`src/rtl/esdi_serial_port.sv`:
```
// ESDI serial command/status engine serving NUM_DRIVES emulated drives on one cable.
// Receives 17-bit command frames (16 data + odd parity) over the TRANSFER REQ/ACK
// handshake and forwards them upstream, then returns a 16-bit status word plus odd
// parity to the host over the same handshake.
module esdi_serial_port #(
    parameter int unsigned NUM_DRIVES  = 2,
    parameter int unsigned BASE_ADDR   = 1,
    parameter int unsigned SYNC_STAGES = 2,
    parameter int unsigned ACK_DELAY   = 4,
    parameter int unsigned TIMEOUT     = 1 << 20
) (
    input  logic                  clk,
    input  logic                  resetn,
    input  logic [2:0]            esdi_drive_select,
    input  logic                  esdi_transfer_req,
    input  logic                  esdi_command_data,
    output logic                  esdi_transfer_ack,
    output logic                  esdi_confstat_data,
    output logic                  esdi_attention,
    output logic [NUM_DRIVES-1:0] esdi_drive_selected,
    output logic [NUM_DRIVES-1:0] esdi_command_complete,
    output logic                  cmd_valid,
    input  logic                  cmd_ready,
    output logic [15:0]           cmd_word,
    output logic [2:0]            cmd_drive,
    output logic                  cmd_parity_err,
    input  logic                  sts_valid,
    input  logic [15:0]           sts_word,
    input  logic [NUM_DRIVES-1:0] attn_req,
    input  logic [NUM_DRIVES-1:0] busy_req
);

    localparam int unsigned   DW       = (ACK_DELAY > 1) ? $clog2(ACK_DELAY) : 1;
    localparam logic [DW-1:0] DLY_LAST = DW'(ACK_DELAY - 1);
    localparam int unsigned   TW       = (TIMEOUT > 1) ? $clog2(TIMEOUT) : 1;
    localparam logic [TW-1:0] TMO_LAST = TW'(TIMEOUT - 1);
    localparam logic [2:0]    ADDR_LO  = 3'(BASE_ADDR);
    localparam logic [2:0]    ADDR_HI  = 3'(BASE_ADDR + NUM_DRIVES - 1);

    typedef enum logic [3:0] {
        S_IDLE,
        S_CMD_BIT,
        S_CMD_HOLD,
        S_CMD_REL,
        S_CMD_WAIT,
        S_CMD_OUT,
        S_STS_WAIT,
        S_STS_NEXT,
        S_STS_BIT,
        S_STS_HOLD,
        S_STS_REL
    } state_t;

    // Cable input synchronisers
    logic [SYNC_STAGES-1:0]      req_sync;
    logic [SYNC_STAGES-1:0]      dat_sync;
    logic [SYNC_STAGES-1:0][2:0] sel_sync;
    logic                        req_prev;
    logic                        req_s;
    logic                        dat_s;
    logic [2:0]                  sel_s;
    logic                        req_rise;
    logic                        req_fall;
    logic                        sel_hit;
    logic [2:0]                  sel_idx;

    // Transfer engine state
    state_t          state, state_n;
    logic [DW-1:0]   dly_q, dly_n;
    logic [4:0]      bit_cnt_q, bit_cnt_n;
    logic [2:0]      drv_q, drv_n;
    logic [16:0]     rx_q, rx_n;
    logic [16:0]     tx_q, tx_n;
    logic            ack_q, ack_n;
    logic            conf_q, conf_n;
    logic            pend_q, pend_n;
    logic [TW-1:0]   tmo_q, tmo_n;
    logic            host_wait;
    logic            tmo_hit;
    logic            abort;

    // Per-drive status outputs
    logic [NUM_DRIVES-1:0] sel_q, sel_n;
    logic [NUM_DRIVES-1:0] cc_q, cc_n;
    logic                  attn_q, attn_n;
    logic                  xfer_active_n;

    // Synchroniser chains; REQ resets high so a REQ already asserted at reset
    // release never looks like a rising edge until it has been seen low.
    always_ff @(posedge clk) begin
        if (!resetn) begin
            req_sync <= '1;
            dat_sync <= '0;
            sel_sync <= '0;
            req_prev <= 1'b1;
        end else begin
            req_sync <= {req_sync[SYNC_STAGES-2:0], esdi_transfer_req};
            dat_sync <= {dat_sync[SYNC_STAGES-2:0], esdi_command_data};
            sel_sync <= {sel_sync[SYNC_STAGES-2:0], esdi_drive_select};
            req_prev <= req_sync[SYNC_STAGES-1];
        end
    end

    // Edge detection and address decode on the synchronised copies
    always_comb begin
        req_s    = req_sync[SYNC_STAGES-1];
        dat_s    = dat_sync[SYNC_STAGES-1];
        sel_s    = sel_sync[SYNC_STAGES-1];
        req_rise = req_s & ~req_prev;
        req_fall = ~req_s & req_prev;
        sel_hit  = (sel_s >= ADDR_LO) && (sel_s <= ADDR_HI);
        sel_idx  = sel_s - ADDR_LO;
    end

    // Transfer FSM state register
    always_ff @(posedge clk) begin
        if (!resetn) begin
            state     <= S_IDLE;
            dly_q     <= '0;
            bit_cnt_q <= '0;
            drv_q     <= '0;
            rx_q      <= '0;
            tx_q      <= '0;
            ack_q     <= 1'b0;
            conf_q    <= 1'b0;
            pend_q    <= 1'b0;
            tmo_q     <= '0;
        end else begin
            state     <= state_n;
            dly_q     <= dly_n;
            bit_cnt_q <= bit_cnt_n;
            drv_q     <= drv_n;
            rx_q      <= rx_n;
            tx_q      <= tx_n;
            ack_q     <= ack_n;
            conf_q    <= conf_n;
            pend_q    <= pend_n;
            tmo_q     <= tmo_n;
        end
    end

    // Transfer FSM next-state, handshake timing, shift registers and abort
    always_comb begin
        state_n   = state;
        dly_n     = dly_q;
        bit_cnt_n = bit_cnt_q;
        drv_n     = drv_q;
        rx_n      = rx_q;
        tx_n      = tx_q;
        ack_n     = ack_q;
        conf_n    = conf_q;
        pend_n    = pend_q;
        tmo_n     = tmo_q;
        host_wait = 1'b0;
        tmo_hit   = 1'b0;
        abort     = 1'b0;

        case (state)
            S_IDLE: begin
                ack_n     = 1'b0;
                conf_n    = 1'b0;
                pend_n    = 1'b0;
                bit_cnt_n = '0;
                dly_n     = '0;
                if (req_rise && sel_hit) begin
                    drv_n   = sel_idx;
                    rx_n    = '0;
                    state_n = S_CMD_BIT;
                end
            end
            S_CMD_BIT: begin
                if (dly_q == DLY_LAST) begin
                    dly_n   = '0;
                    rx_n    = {rx_q[15:0], dat_s};
                    ack_n   = 1'b1;
                    state_n = S_CMD_HOLD;
                end else begin
                    dly_n = dly_q + 1'b1;
                end
            end
            S_CMD_HOLD: begin
                host_wait = 1'b1;
                if (req_fall) begin
                    dly_n   = '0;
                    state_n = S_CMD_REL;
                end
            end
            S_CMD_REL: begin
                if (dly_q == DLY_LAST) begin
                    dly_n     = '0;
                    ack_n     = 1'b0;
                    bit_cnt_n = bit_cnt_q + 1'b1;
                    state_n   = (bit_cnt_q == 5'd16) ? S_CMD_OUT : S_CMD_WAIT;
                end else begin
                    dly_n = dly_q + 1'b1;
                end
            end
            S_CMD_WAIT: begin
                host_wait = 1'b1;
                if (req_rise) begin
                    dly_n   = '0;
                    state_n = S_CMD_BIT;
                end
            end
            S_CMD_OUT: begin
                // The host may already request the first status bit; remember it.
                if (req_rise) pend_n = 1'b1;
                if (cmd_ready) begin
                    bit_cnt_n = '0;
                    state_n   = S_STS_WAIT;
                end
            end
            S_STS_WAIT: begin
                if (req_rise) pend_n = 1'b1;
                if (sts_valid) begin
                    tx_n = {sts_word, ~^sts_word};
                    if (pend_q || req_rise) begin
                        pend_n  = 1'b0;
                        dly_n   = '0;
                        conf_n  = sts_word[15];
                        state_n = S_STS_BIT;
                    end else begin
                        state_n = S_STS_NEXT;
                    end
                end
            end
            S_STS_NEXT: begin
                host_wait = 1'b1;
                if (req_rise) begin
                    dly_n   = '0;
                    conf_n  = tx_q[16];
                    state_n = S_STS_BIT;
                end
            end
            S_STS_BIT: begin
                if (dly_q == DLY_LAST) begin
                    dly_n   = '0;
                    ack_n   = 1'b1;
                    state_n = S_STS_HOLD;
                end else begin
                    dly_n = dly_q + 1'b1;
                end
            end
            S_STS_HOLD: begin
                host_wait = 1'b1;
                if (req_fall) begin
                    dly_n   = '0;
                    state_n = S_STS_REL;
                end
            end
            S_STS_REL: begin
                if (dly_q == DLY_LAST) begin
                    dly_n     = '0;
                    ack_n     = 1'b0;
                    conf_n    = 1'b0;
                    tx_n      = {tx_q[15:0], 1'b0};
                    bit_cnt_n = bit_cnt_q + 1'b1;
                    state_n   = (bit_cnt_q == 5'd16) ? S_IDLE : S_STS_NEXT;
                end else begin
                    dly_n = dly_q + 1'b1;
                end
            end
            default: state_n = S_IDLE;
        endcase

        // Host-inactivity watchdog runs only while waiting on a host edge
        if (!host_wait || req_rise || req_fall) tmo_n = '0;
        else                                    tmo_n = tmo_q + 1'b1;
        tmo_hit = host_wait && (tmo_q == TMO_LAST);

        // Once upstream has taken the command, the abort takes effect from STS_WAIT
        abort = (state != S_IDLE)
              && !(state == S_CMD_OUT && cmd_ready)
              && (!sel_hit || (sel_idx != drv_q) || tmo_hit);

        if (abort) begin
            state_n   = S_IDLE;
            ack_n     = 1'b0;
            conf_n    = 1'b0;
            pend_n    = 1'b0;
            dly_n     = '0;
            bit_cnt_n = '0;
            tmo_n     = '0;
        end
    end

    // Per-drive selection, attention and command-complete next values
    always_comb begin
        sel_n         = '0;
        cc_n          = '0;
        attn_n        = 1'b0;
        xfer_active_n = (state_n == S_CMD_OUT)  || (state_n == S_STS_WAIT) ||
                        (state_n == S_STS_NEXT) || (state_n == S_STS_BIT)  ||
                        (state_n == S_STS_HOLD) || (state_n == S_STS_REL);
        for (int unsigned i = 0; i < NUM_DRIVES; i++) begin
            sel_n[i] = (sel_s == 3'(BASE_ADDR + i));
            if (sel_hit && (sel_idx == 3'(i))) attn_n = attn_req[i];
            cc_n[i] = (xfer_active_n && (drv_n == 3'(i))) ? 1'b0 : ~busy_req[i];
        end
    end

    // Per-drive status registers
    always_ff @(posedge clk) begin
        if (!resetn) begin
            sel_q  <= '0;
            cc_q   <= '1;
            attn_q <= 1'b0;
        end else begin
            sel_q  <= sel_n;
            cc_q   <= cc_n;
            attn_q <= attn_n;
        end
    end

    // Output drive; command fields read as zero outside the offer window
    always_comb begin
        esdi_transfer_ack     = ack_q;
        esdi_confstat_data    = conf_q;
        esdi_attention        = attn_q;
        esdi_drive_selected   = sel_q;
        esdi_command_complete = cc_q;
        cmd_valid             = (state == S_CMD_OUT);
        cmd_word              = cmd_valid ? rx_q[16:1] : '0;
        cmd_drive             = cmd_valid ? drv_q : '0;
        cmd_parity_err        = cmd_valid & ~(^rx_q);
    end

endmodule

```
`config.mk`:
```
export PLATFORM = sky130hd
export DESIGN_NAME = esdi_serial_port
export DESIGN_NICKNAME = d
export VERILOG_FILES = /design/src/rtl/esdi_serial_port.sv
export SDC_FILE = /design/constraint.sdc
export NUM_CORES = 1
export LEC_CHECK = 0
export BUFFER_PORTS_ARGS = -buffer_cell sky130_fd_sc_hd__clkbuf_2
export CORE_MARGIN = 10
export CORE_UTILIZATION = 52
export DETAILED_ROUTE_END_ITERATION = 16
export GPL_TIMING_DRIVEN = 0
export PLACE_DENSITY = 0.73
export SLEW_MARGIN = 20
export SYNTH_ARGS = -nofsm -noshare
export SYNTH_HDL_FRONTEND = slang
export SYNTH_SLANG_ARGS = --single-unit
```
`constraint.sdc`:
```
create_clock -name clk -period 1.91 [get_ports clk]
set_input_delay 0.573 -clock clk [delete_from_list [all_inputs] [get_ports clk]]
set_output_delay 0.573 -clock clk [all_outputs]
set_load 0.005 [all_outputs]
```
==> results of run 1 <==
## through the flow
| step | instances | cell area [um^2] | TNS (ns) | worst slack (ns) | hold slack, ns |
|---|---|---|---|---|---|
| floorplan | 556 | 4570 | 0 | 0.0209 | 0.386 |
| global placement | 719 | 4980 | -16.41 | -0.471 | 0.413 |
| detailed placement | 719 | 4980 | -19.77 | -0.521 | 0.414 |
| CTS | 759 | 5810 | -3.79 | -0.492 | 0.380 |
| global route | 786 | 6540 | -7.90 | -0.645 | 0.375 |
| finish | 786 | 6540 | -4.55 | -0.496 | 0.373 |
## flip-flops by register name, summed over array words and instances (netlist names), 3 cells and up
register and flops:
sel_s 3, bit_cnt_q 5, rx_q 17, sel_sync 3, tx_q 17, tmo_q 20
drv_q 3, state 4
## repair_timing
item                                    CTS  global route
buffers inserted                         23            25
pin swaps                                23            54
resized for setup                       112           137
gates cloned                              2             4
hold buffers                              0             0
endpoints found under the setup margin   90            86
## cell usage in the layout, fill, tap and decap left out, types with 6 or more instances in the layout
cell type	count
buf_2	6
a311oi_1	14
inv_1	9
buf_8	7
clkbuf_8	10
dfxtp_4	8
clkbuf_1	6
xor2_1	16
and3_1	15
nand3_1	25
nor2_1	36
nor2_4	20
and2_1	12
buf_4	46
dfxtp_2	15
and3_4	9
nand2b_1	11
xnor2_1	35
a21oi_1	26
nor3_1	9
buf_6	20
dfxtp_1	64
o21ai_0	8
nand2_1	68
clkbuf_2	46
## area by class of cell
cell class	count	area, um^2	share of cell area [%]
sequential	87	1790	27.4
clock buffer	11	141	2.16
buffer	31	278	4.25
clock inverter	5	65.1	0.996
inverter	12	52.6	0.804
timing repair buffer	108	805	12.3
tap	108	135	2.07
multi-input combinational	424	3270	50.0
## logic make-up (layout without fill, tap and decap cells)
family / count (synthesis) / after routing / synth area share [%]
DFF: 87 / 87 / 38.2
adders and majority gates: 10 / 10 / 2.69
muxes: 6 / 6 / 1.37
buffers and inverters: 46 / 167 / 4.69
xor gates and xnor gates: 57 / 57 / 10.9
and+or+nand+nor: 258 / 258 / 28.4
AOI/OAI and AO/OA: 92 / 93 / 13.8
## worst paths after layout
check	from	end	slack (ns)	depth (start not counted)
setup / recovery	rx_q[3]$_SDFFE_PN0P_	cmd_parity_err	-0.50	7
hold / removal	busy_req[1]	esdi_command_complete[1]$_SDFF_PN1_	0.37	2
setup reg to reg	sel_s[1]$_SDFF_PN0_	tmo_q[11]$_SDFF_PP0_	-0.09	9
hold reg to reg	req_sync[0]$_SDFF_PN1_	req_sync[1]$_SDFF_PN1_	0.43	1
## power by group through the flow
stage	combinational, mW	sequential [mW]	clock [mW]
after floorplan	0.141	1.88	0
after global placement	0.210	1.88	0
after detailed placement	0.215	1.88	0
after CTS	0.253	1.83	1.35
after global routing	0.304	1.83	1.43
final	0.280	1.83	1.35
## routing by layer
metal	vias to the layer above	wire length (um)	global-route usage, %
met5	-	0	0
met4	0	303	7.02
met3	24	680	4.20
met2	135	7100	33.4
met1	2154	5390	20.9
li1	2172	-	-
==> impl_metrics.prom, run 1 <==
# TYPE chip_impl_metric gauge
chip_impl_metric{name="synth-seq-cells",unit=""} 87
chip_impl_info{name="timing.critical_path.slowest_stage_cell",value="dfxtp_2"} 1
chip_impl_info{name="critical_path.startpoint_type",value="flop"} 1
chip_impl_metric{name="clk_transition_reported_paths",unit="ns"} 0.10
chip_impl_metric{name="power.total",unit="mW"} 3.46
chip_impl_metric{name="setup-violations-final",unit=""} 42
chip_impl_metric{name="cp_max_fo",unit=""} 2
chip_impl_metric{name="seq_power_share",unit="%"} 52.9
chip_impl_metric{name="die_h",unit="um"} 114
chip_impl_metric{name="yosys_warnings",unit=""} 0
chip_impl_metric{name="power.static_leakage",unit="nW"} 2.47
chip_impl_info{name="synth_largest_area_cell",value="dfxtp_1"} 1
chip_impl_metric{name="post_drt_via_cell_ratio",unit=""} 5.71
chip_impl_metric{name="clock.fmax",unit="MHz"} 416
chip_impl_metric{name="critical_path_required_time",unit="ns"} 1.34
chip_impl_metric{name="global_route_wire_length_before_repair",unit="mm"} 20.2
chip_impl_metric{name="power.switching",unit="mW"} 0.848
chip_impl_metric{name="fillers",unit=""} 619
chip_impl_info{name="failed_checks",value="setup timing"} 1
chip_impl_metric{name="initialDrtViolationCount",unit=""} 233
chip_impl_metric{name="tightest_slew",unit="ns"} 0.548
chip_impl_metric{name="synth-edff-count",unit=""} 0
chip_impl_metric{name="clock_sink_count",unit=""} 87
chip_impl_metric{name="start_util",unit="%"} 52.9
chip_impl_metric{name="floorplan.die.width",unit="um"} 114
chip_impl_metric{name="drt.antenna.violating_nets",unit=""} 0
chip_impl_metric{name="final_util",unit="%"} 75.7
chip_impl_metric{name="cts.path.max_buffers",unit=""} 2
chip_impl_metric{name="netlist-cell-type-count",unit=""} 62
chip_impl_metric{name="combinationalPowerShare",unit="%"} 8.1
chip_impl_info{name="outcome",value="finished with violations"} 1
chip_impl_metric{name="finalNetCount",unit=""} 711
chip_impl_metric{name="global_route.usage.total",unit="%"} 18.6
chip_impl_metric{name="power.density",unit="nW/um^2"} 529
chip_impl_info{name="clock_tree.root_cell",value="clkbuf_8"} 1
chip_impl_info{name="grt_setup_unrepaired",value="true"} 1
chip_impl_metric{name="clock_latency_late_sink",unit="ns"} 0.37
chip_impl_metric{name="grt_start_max_net_pins",unit=""} 16
chip_impl_metric{name="post-route-drc-count",unit=""} 0
chip_impl_metric{name="netlist_area",unit="um^2"} 4560
chip_impl_metric{name="io_pins",unit=""} 57
chip_impl_metric{name="power.share.clock",unit="%"} 39.0
chip_impl_metric{name="fin_skew",unit="ns"} 0.0168
chip_impl_metric{name="relSlewSlack",unit="%"} 63.2
chip_impl_metric{name="synth_largest_type_area_fraction",unit="%"} 38.2
chip_impl_metric{name="htree_num_levels",unit=""} 3
chip_impl_metric{name="floorplan.rows",unit=""} 34
chip_impl_info{name="yosysMostFrequentCell",value="dfxtp_1"} 1
chip_impl_info{name="critPathKind",value="flop to output pin"} 1
chip_impl_metric{name="post_synthesis_net_count",unit=""} 594
chip_impl_metric{name="switching_share",unit="%"} 24.5
chip_impl_info{name="hold_path_class",value="primary input to flop"} 1
chip_impl_metric{name="layout-drive-gt1-share",unit="%"} 39.7
chip_impl_metric{name="io_buffers",unit=""} 55
chip_impl_metric{name="post-route-min-period",unit="ns"} 2.41
chip_impl_metric{name="dieArea",unit="um^2"} 12900
chip_impl_metric{name="layout_worst_path_cycle_share",unit="%"} 126
chip_impl_info{name="critical_path.cell_chain",value="xor2_2 > xnor2_1 > xnor2_1 > xnor2_1 > xnor2_1 > nor3_1 > buf_2"} 1
chip_impl_metric{name="synth_sequential_area_ratio",unit="%"} 38.2
chip_impl_metric{name="coreArea",unit="um^2"} 8640
chip_impl_metric{name="place_congestion",unit=""} 0.945
chip_impl_metric{name="synthesis.instances",unit=""} 556
chip_impl_metric{name="drt-pass1-iter-count",unit=""} 5
chip_impl_metric{name="ir_drop",unit="V"} 0.000319
chip_impl_metric{name="syn_to_final_growth",unit="%"} 43.2
chip_impl_metric{name="slowest_delay",unit="ns"} 0.35
chip_impl_metric{name="routedWlPerCell",unit="um"} 17.1
chip_impl_metric{name="post_synth.cell_area_avg",unit="um^2"} 8.21
chip_impl_metric{name="via_count",unit=""} 4485
chip_impl_metric{name="critical_path.n_buffers_inverters",unit=""} 1
chip_impl_info{name="synthFlopType",value="dfxtp_1"} 1
chip_impl_info{name="post_synth_main_area_contributors",value="dfxtp_1, xnor2_1, nand2_1"} 1
chip_impl_metric{name="wl",unit="mm"} 13.5
chip_impl_metric{name="grt_pass1_vias",unit=""} 4341
chip_impl_info{name="path_delay_family",value="XOR/XNOR gates"} 1
chip_impl_metric{name="count_of_endpoints_failing_hold_in_the_final_timing_report",unit=""} 0
chip_impl_metric{name="insertedDiodeCount",unit=""} 0
chip_impl_metric{name="initial_antenna_violation_count",unit=""} 0
chip_impl_info{name="cts_tree",value="done"} 1
chip_impl_info{name="cp-end-kind",value="output pin"} 1
chip_impl_metric{name="timing.critical_path.arrival",unit="ns"} 1.83
chip_impl_metric{name="worst_slack",unit="ns"} -0.496
chip_impl_metric{name="detailed_place_hpwl",unit="mm"} 8.59
chip_impl_info{name="ys_top_cells_by_count",value="dfxtp_1, nand2_1, nor2_1"} 1
chip_impl_metric{name="intPower",unit="mW"} 2.61
chip_impl_info{name="timing.critical_path.mode_cell",value="xnor2_1"} 1
chip_impl_metric{name="overflow",unit=""} 0
chip_impl_metric{name="finalMaxSlewViolations",unit=""} 0
chip_impl_metric{name="timing.max_cap.violations",unit=""} 0
chip_impl_metric{name="async_flop_share",unit="%"} 0
chip_impl_metric{name="cts-buffers-inserted",unit=""} 9
Power figures use the tool's default switching activity.
==> inputs of run 2 (changes only) <==
ABC_AREA = 1   (was not set)
==> impl_metrics.prom, run 2 <==
# TYPE chip_impl_metric gauge
chip_impl_metric{name="multi_input_area",unit="um^2"} 2760
chip_impl_metric{name="io_pins",unit=""} 57
chip_impl_info{name="outcome",value="finished with violations"} 1
chip_impl_metric{name="pre_cts_ws",unit="ns"} -0.353
chip_impl_metric{name="finalNetCount",unit=""} 781
chip_impl_metric{name="met3WireLength",unit="um"} 514
chip_impl_metric{name="final_cell_area_excluding_filler_cells",unit="um^2"} 5960
chip_impl_metric{name="die_h",unit="um"} 113
chip_impl_metric{name="critical_path_required_time",unit="ns"} 1.34
chip_impl_metric{name="timing.critical_path.arrival",unit="ns"} 1.79
chip_impl_metric{name="power.static_leakage",unit="nW"} 2.45
chip_impl_metric{name="cts-buffers-inserted",unit=""} 9
chip_impl_metric{name="routedWlPerCell",unit="um"} 13.5
chip_impl_metric{name="finalMaxSlewViolations",unit=""} 0
chip_impl_metric{name="layout_worst_path_cycle_share",unit="%"} 124
chip_impl_metric{name="floorplan.rows",unit=""} 33
chip_impl_metric{name="post-route-drc-count",unit=""} 0
chip_impl_metric{name="power.switching",unit="mW"} 0.846
chip_impl_metric{name="setup-violations-final",unit=""} 49
chip_impl_metric{name="clock_latency_late_sink",unit="ns"} 0.37
chip_impl_metric{name="placed_cell_area",unit="um^2"} 4940
chip_impl_metric{name="whs_path_depth",unit=""} 3
chip_impl_metric{name="via_count",unit=""} 4353
chip_impl_info{name="highest-signal-layer",value="met4"} 1
chip_impl_metric{name="register_area",unit="um^2"} 1760
chip_impl_metric{name="syn_to_final_growth",unit="%"} 31.6
chip_impl_metric{name="synth-edff-count",unit=""} 0
chip_impl_metric{name="power.density",unit="nW/um^2"} 571
chip_impl_info{name="cp-end-kind",value="output pin"} 1
chip_impl_metric{name="clock.fmax",unit="MHz"} 423
chip_impl_metric{name="met2_wirelength",unit="mm"} 5.86
chip_impl_metric{name="place_congestion",unit=""} 0.910
chip_impl_metric{name="netlist-cell-type-count",unit=""} 34
chip_impl_metric{name="power.total",unit="mW"} 3.40
chip_impl_metric{name="synthesis.instances",unit=""} 652
chip_impl_metric{name="intPower",unit="mW"} 2.55
chip_impl_metric{name="seq_power_share",unit="%"} 54.0
chip_impl_info{name="hp-start",value="esdi_drive_select[1]"} 1
chip_impl_metric{name="wl",unit="mm"} 11.5
chip_impl_info{name="timing.rr.end",value="bit_cnt_q[1]$_SDFFE_PP0P_"} 1
chip_impl_info{name="timing.critical_path.slowest_stage_cell",value="dfxtp_2"} 1
chip_impl_metric{name="initial_antenna_violation_count",unit=""} 0
chip_impl_metric{name="io_buffers",unit=""} 56
chip_impl_metric{name="whs",unit="ns"} 0.387
chip_impl_metric{name="overflow",unit=""} 0
chip_impl_metric{name="async_flop_share",unit="%"} 0
chip_impl_metric{name="clk_transition_reported_paths",unit="ns"} 0.09
chip_impl_info{name="yosysMostFrequentCell",value="nand2_1"} 1
chip_impl_metric{name="post_drt_via_cell_ratio",unit=""} 5.10
chip_impl_info{name="timing.critical_path.mode_cell",value="nand2_1"} 1
chip_impl_metric{name="count_of_endpoints_failing_hold_in_the_final_timing_report",unit=""} 0
chip_impl_metric{name="synth_sequential_area_ratio",unit="%"} 38.5
chip_impl_metric{name="grt_pass1_vias",unit=""} 4219
chip_impl_metric{name="r2r.worst_path.cells",unit=""} 13
chip_impl_metric{name="drt-pass1-iter-count",unit=""} 5
chip_impl_metric{name="layout.cells.non_filler",unit=""} 853
chip_impl_info{name="top_regs",value="tmo_q: 20 flops, rx_q: 17 flops, tx_q: 17 flops"} 1
chip_impl_info{name="hold_path_class",value="primary input to flop"} 1
chip_impl_info{name="grt_setup_unrepaired",value="true"} 1
chip_impl_metric{name="tightest_slew",unit="ns"} 0.517
chip_impl_metric{name="clock_sink_count",unit=""} 87
chip_impl_metric{name="dieArea",unit="um^2"} 12800
chip_impl_metric{name="post_synthesis_net_count",unit=""} 690
chip_impl_info{name="crit-reg2reg-launch",value="sel_s[0]$_SDFF_PN0_"} 1
chip_impl_metric{name="grt_start_max_net_pins",unit=""} 16
chip_impl_metric{name="fillers",unit=""} 649
chip_impl_info{name="cts_tree",value="done"} 1
chip_impl_info{name="mostFrequentLayoutCell",value="nand2_1"} 1
chip_impl_metric{name="cts.path.max_buffers",unit=""} 2
chip_impl_metric{name="switching_share",unit="%"} 24.9
chip_impl_info{name="synthFlopType",value="dfxtp_1"} 1
chip_impl_info{name="hold_path_end",value="sel_sync[1]$_SDFF_PN0_"} 1
chip_impl_metric{name="slowest_delay",unit="ns"} 0.35
chip_impl_metric{name="global_route.usage.total",unit="%"} 17.4
chip_impl_metric{name="floorplan.die.width",unit="um"} 113
chip_impl_info{name="failed_checks",value="setup timing"} 1
chip_impl_info{name="registers.top_by_ff_count",value="tmo_q"} 1
chip_impl_metric{name="relSlewSlack",unit="%"} 65.6
chip_impl_info{name="critical_path.startpoint_type",value="flop"} 1
chip_impl_metric{name="m1WireLength",unit="mm"} 4.96
chip_impl_metric{name="timing.reg2reg.setup_slack",unit="ns"} -0.15
chip_impl_info{name="post_synth_main_area_contributors",value="dfxtp_1, nand2_1, nor2_1"} 1
chip_impl_metric{name="insertedDiodeCount",unit=""} 0
chip_impl_metric{name="power.share.clock",unit="%"} 38.5
chip_impl_metric{name="layout-drive-gt1-share",unit="%"} 29.9
chip_impl_metric{name="post_synth.cell_area_avg",unit="um^2"} 6.94
chip_impl_info{name="critical_path.cell_chain",value="xnor2_2 > xnor2_1 > xor2_1 > inv_1 > nand2_1 > nand3_1 > nand2_1 > nor2_1 > buf_2"} 1
chip_impl_metric{name="synth-seq-cells",unit=""} 87
chip_impl_metric{name="largest_reg_flops",unit=""} 20
chip_impl_metric{name="ir_drop",unit="V"} 0.000361
chip_impl_info{name="ys_top_cells_by_count",value="nand2_1, nor2_1, inv_1"} 1
chip_impl_metric{name="fin_skew",unit="ns"} 0.0131
chip_impl_metric{name="cp_max_fo",unit=""} 3
chip_impl_info{name="critPathKind",value="flop to output pin"} 1
chip_impl_metric{name="global_route_wire_length_before_repair",unit="mm"} 19.0
chip_impl_metric{name="post-route-min-period",unit="ns"} 2.36
chip_impl_metric{name="netlist_area",unit="um^2"} 4530
chip_impl_metric{name="numPlacedInstances",unit=""} 813
chip_impl_metric{name="coreArea",unit="um^2"} 8340
chip_impl_metric{name="timing.max_cap.violations",unit=""} 0
chip_impl_metric{name="initialDrtViolationCount",unit=""} 177
chip_impl_metric{name="htree_num_levels",unit=""} 3
chip_impl_metric{name="detailed_place_hpwl",unit="mm"} 7.88
chip_impl_metric{name="yosys_warnings",unit=""} 0
chip_impl_metric{name="start_util",unit="%"} 54.3
chip_impl_metric{name="drt.antenna.violating_nets",unit=""} 0
chip_impl_info{name="clock_tree.root_cell",value="clkbuf_8"} 1
chip_impl_info{name="mostFrequentLayoutCells",value="nand2_1, inv_1, dfxtp_1"} 1
chip_impl_metric{name="combinationalPowerShare",unit="%"} 7.5
chip_impl_metric{name="worst_slack",unit="ns"} -0.452
chip_impl_info{name="synth_largest_area_cell",value="dfxtp_1"} 1
chip_impl_metric{name="synth_largest_type_area_fraction",unit="%"} 38.5
-- run 2: changes by cell type in the layout (fill, tap and decap cells not counted), sizes merged, moves of 12 or more --
| cell | change |
|---|---|
| a21oi | -13 |
| a311oi | -16 |
| a31oi | +16 |
| and2 | -13 |
| and3 | -24 |
| buf | -42 |
| inv | +90 |
| nand2 | +80 |
| nor2 | +52 |
| o21ai | +12 |
| o22ai | +14 |
-- run 2: worst max-delay path by stage --
stage | cells past startpoint | slack (ns) | endpoint | start
floorplan | 7 | 0.09 | cmd_drive[0] | state[1]$_SDFF_PN0_
global placement | 8 | -0.34 | cmd_drive[1] | state[1]$_SDFF_PN0_
detailed placement | 8 | -0.35 | cmd_drive[1] | state[1]$_SDFF_PN0_
CTS | 8 | -0.42 | cmd_parity_err | rx_q[8]$_SDFFE_PN0P_
global route | 8 | -0.55 | cmd_parity_err | rx_q[8]$_SDFFE_PN0P_
finish | 9 | -0.45 | cmd_parity_err | rx_q[1]$_SDFFE_PN0P_
-- run 2: repair_timing --
| action | CTS | global route |
|---|---|---|
| setup endpoints to repair | 76 | 78 |
| hold buffers | 0 | 0 |
| setup buffers | 20 | 4 |
| gates resized for setup | 86 | 82 |
| pin swaps | 11 | 20 |
| cloned | 3 | 1 |
-- run 2: power by group through the flow --
stage               sequential, mW  clock, mW  combinational (mW)
global placement              1.88          0               0.206
global route                  1.84       1.39               0.286
CTS                           1.83       1.31               0.235
detailed placement            1.88          0               0.212
floorplan                     1.88          0               0.140
finish                        1.83       1.31               0.255
-- run 2: logic make-up after synthesis --
| logic type | Yosys count | synth area share [%] |
|---|---|---|
| flip-flops | 87 | 38.5 |
| AND/OR/NAND/NOR | 311 | 29.9 |
| AO/OA/AOI/OAI | 82 | 10.6 |
| adder cells (fa/ha/maj) | 9 | 2.49 |
| XOR/XNOR | 42 | 8.13 |
| buffers and inverters | 121 | 10.5 |
-- run 2: stage by stage --
stage | TNS, ns | utilization, %
finish | -6.55 | 71.4
CTS | -5.96 | 67.8
floorplan | 0 | -
global route | -10.66 | 71.4
global placement | -11.94 | 59.2
detailed placement | -13.98 | 59.2
-- run 2: worst max-delay path, delay by kind of cell, from the launching register on --
family                    cells  cell delay (ns)
xor gates and xnor gates      3             0.62
DFF                           1             0.35
and+or+nand+nor               4             0.27
buffers and inverters         2             0.18
-- run 2: cell type report --
class / instances / share of cell area, %
inverter: 102 / 6.66
multi-input combinational: 444 / 46.3
sequential: 87 / 29.6
tap: 105 / 2.21
clock inverter: 6 / 1.18
clock buffer: 10 / 2.14
timing repair buffer: 81 / 9.43
buffer: 18 / 2.50
-- run 2: layer usage --
metal | vias to the layer above | track usage, %
met4 | 0 | 6.18
met5 | - | 0
met1 | 2016 | 20.3
li1 | 2213 | -
met3 | 24 | 3.80
met2 | 100 | 30.4
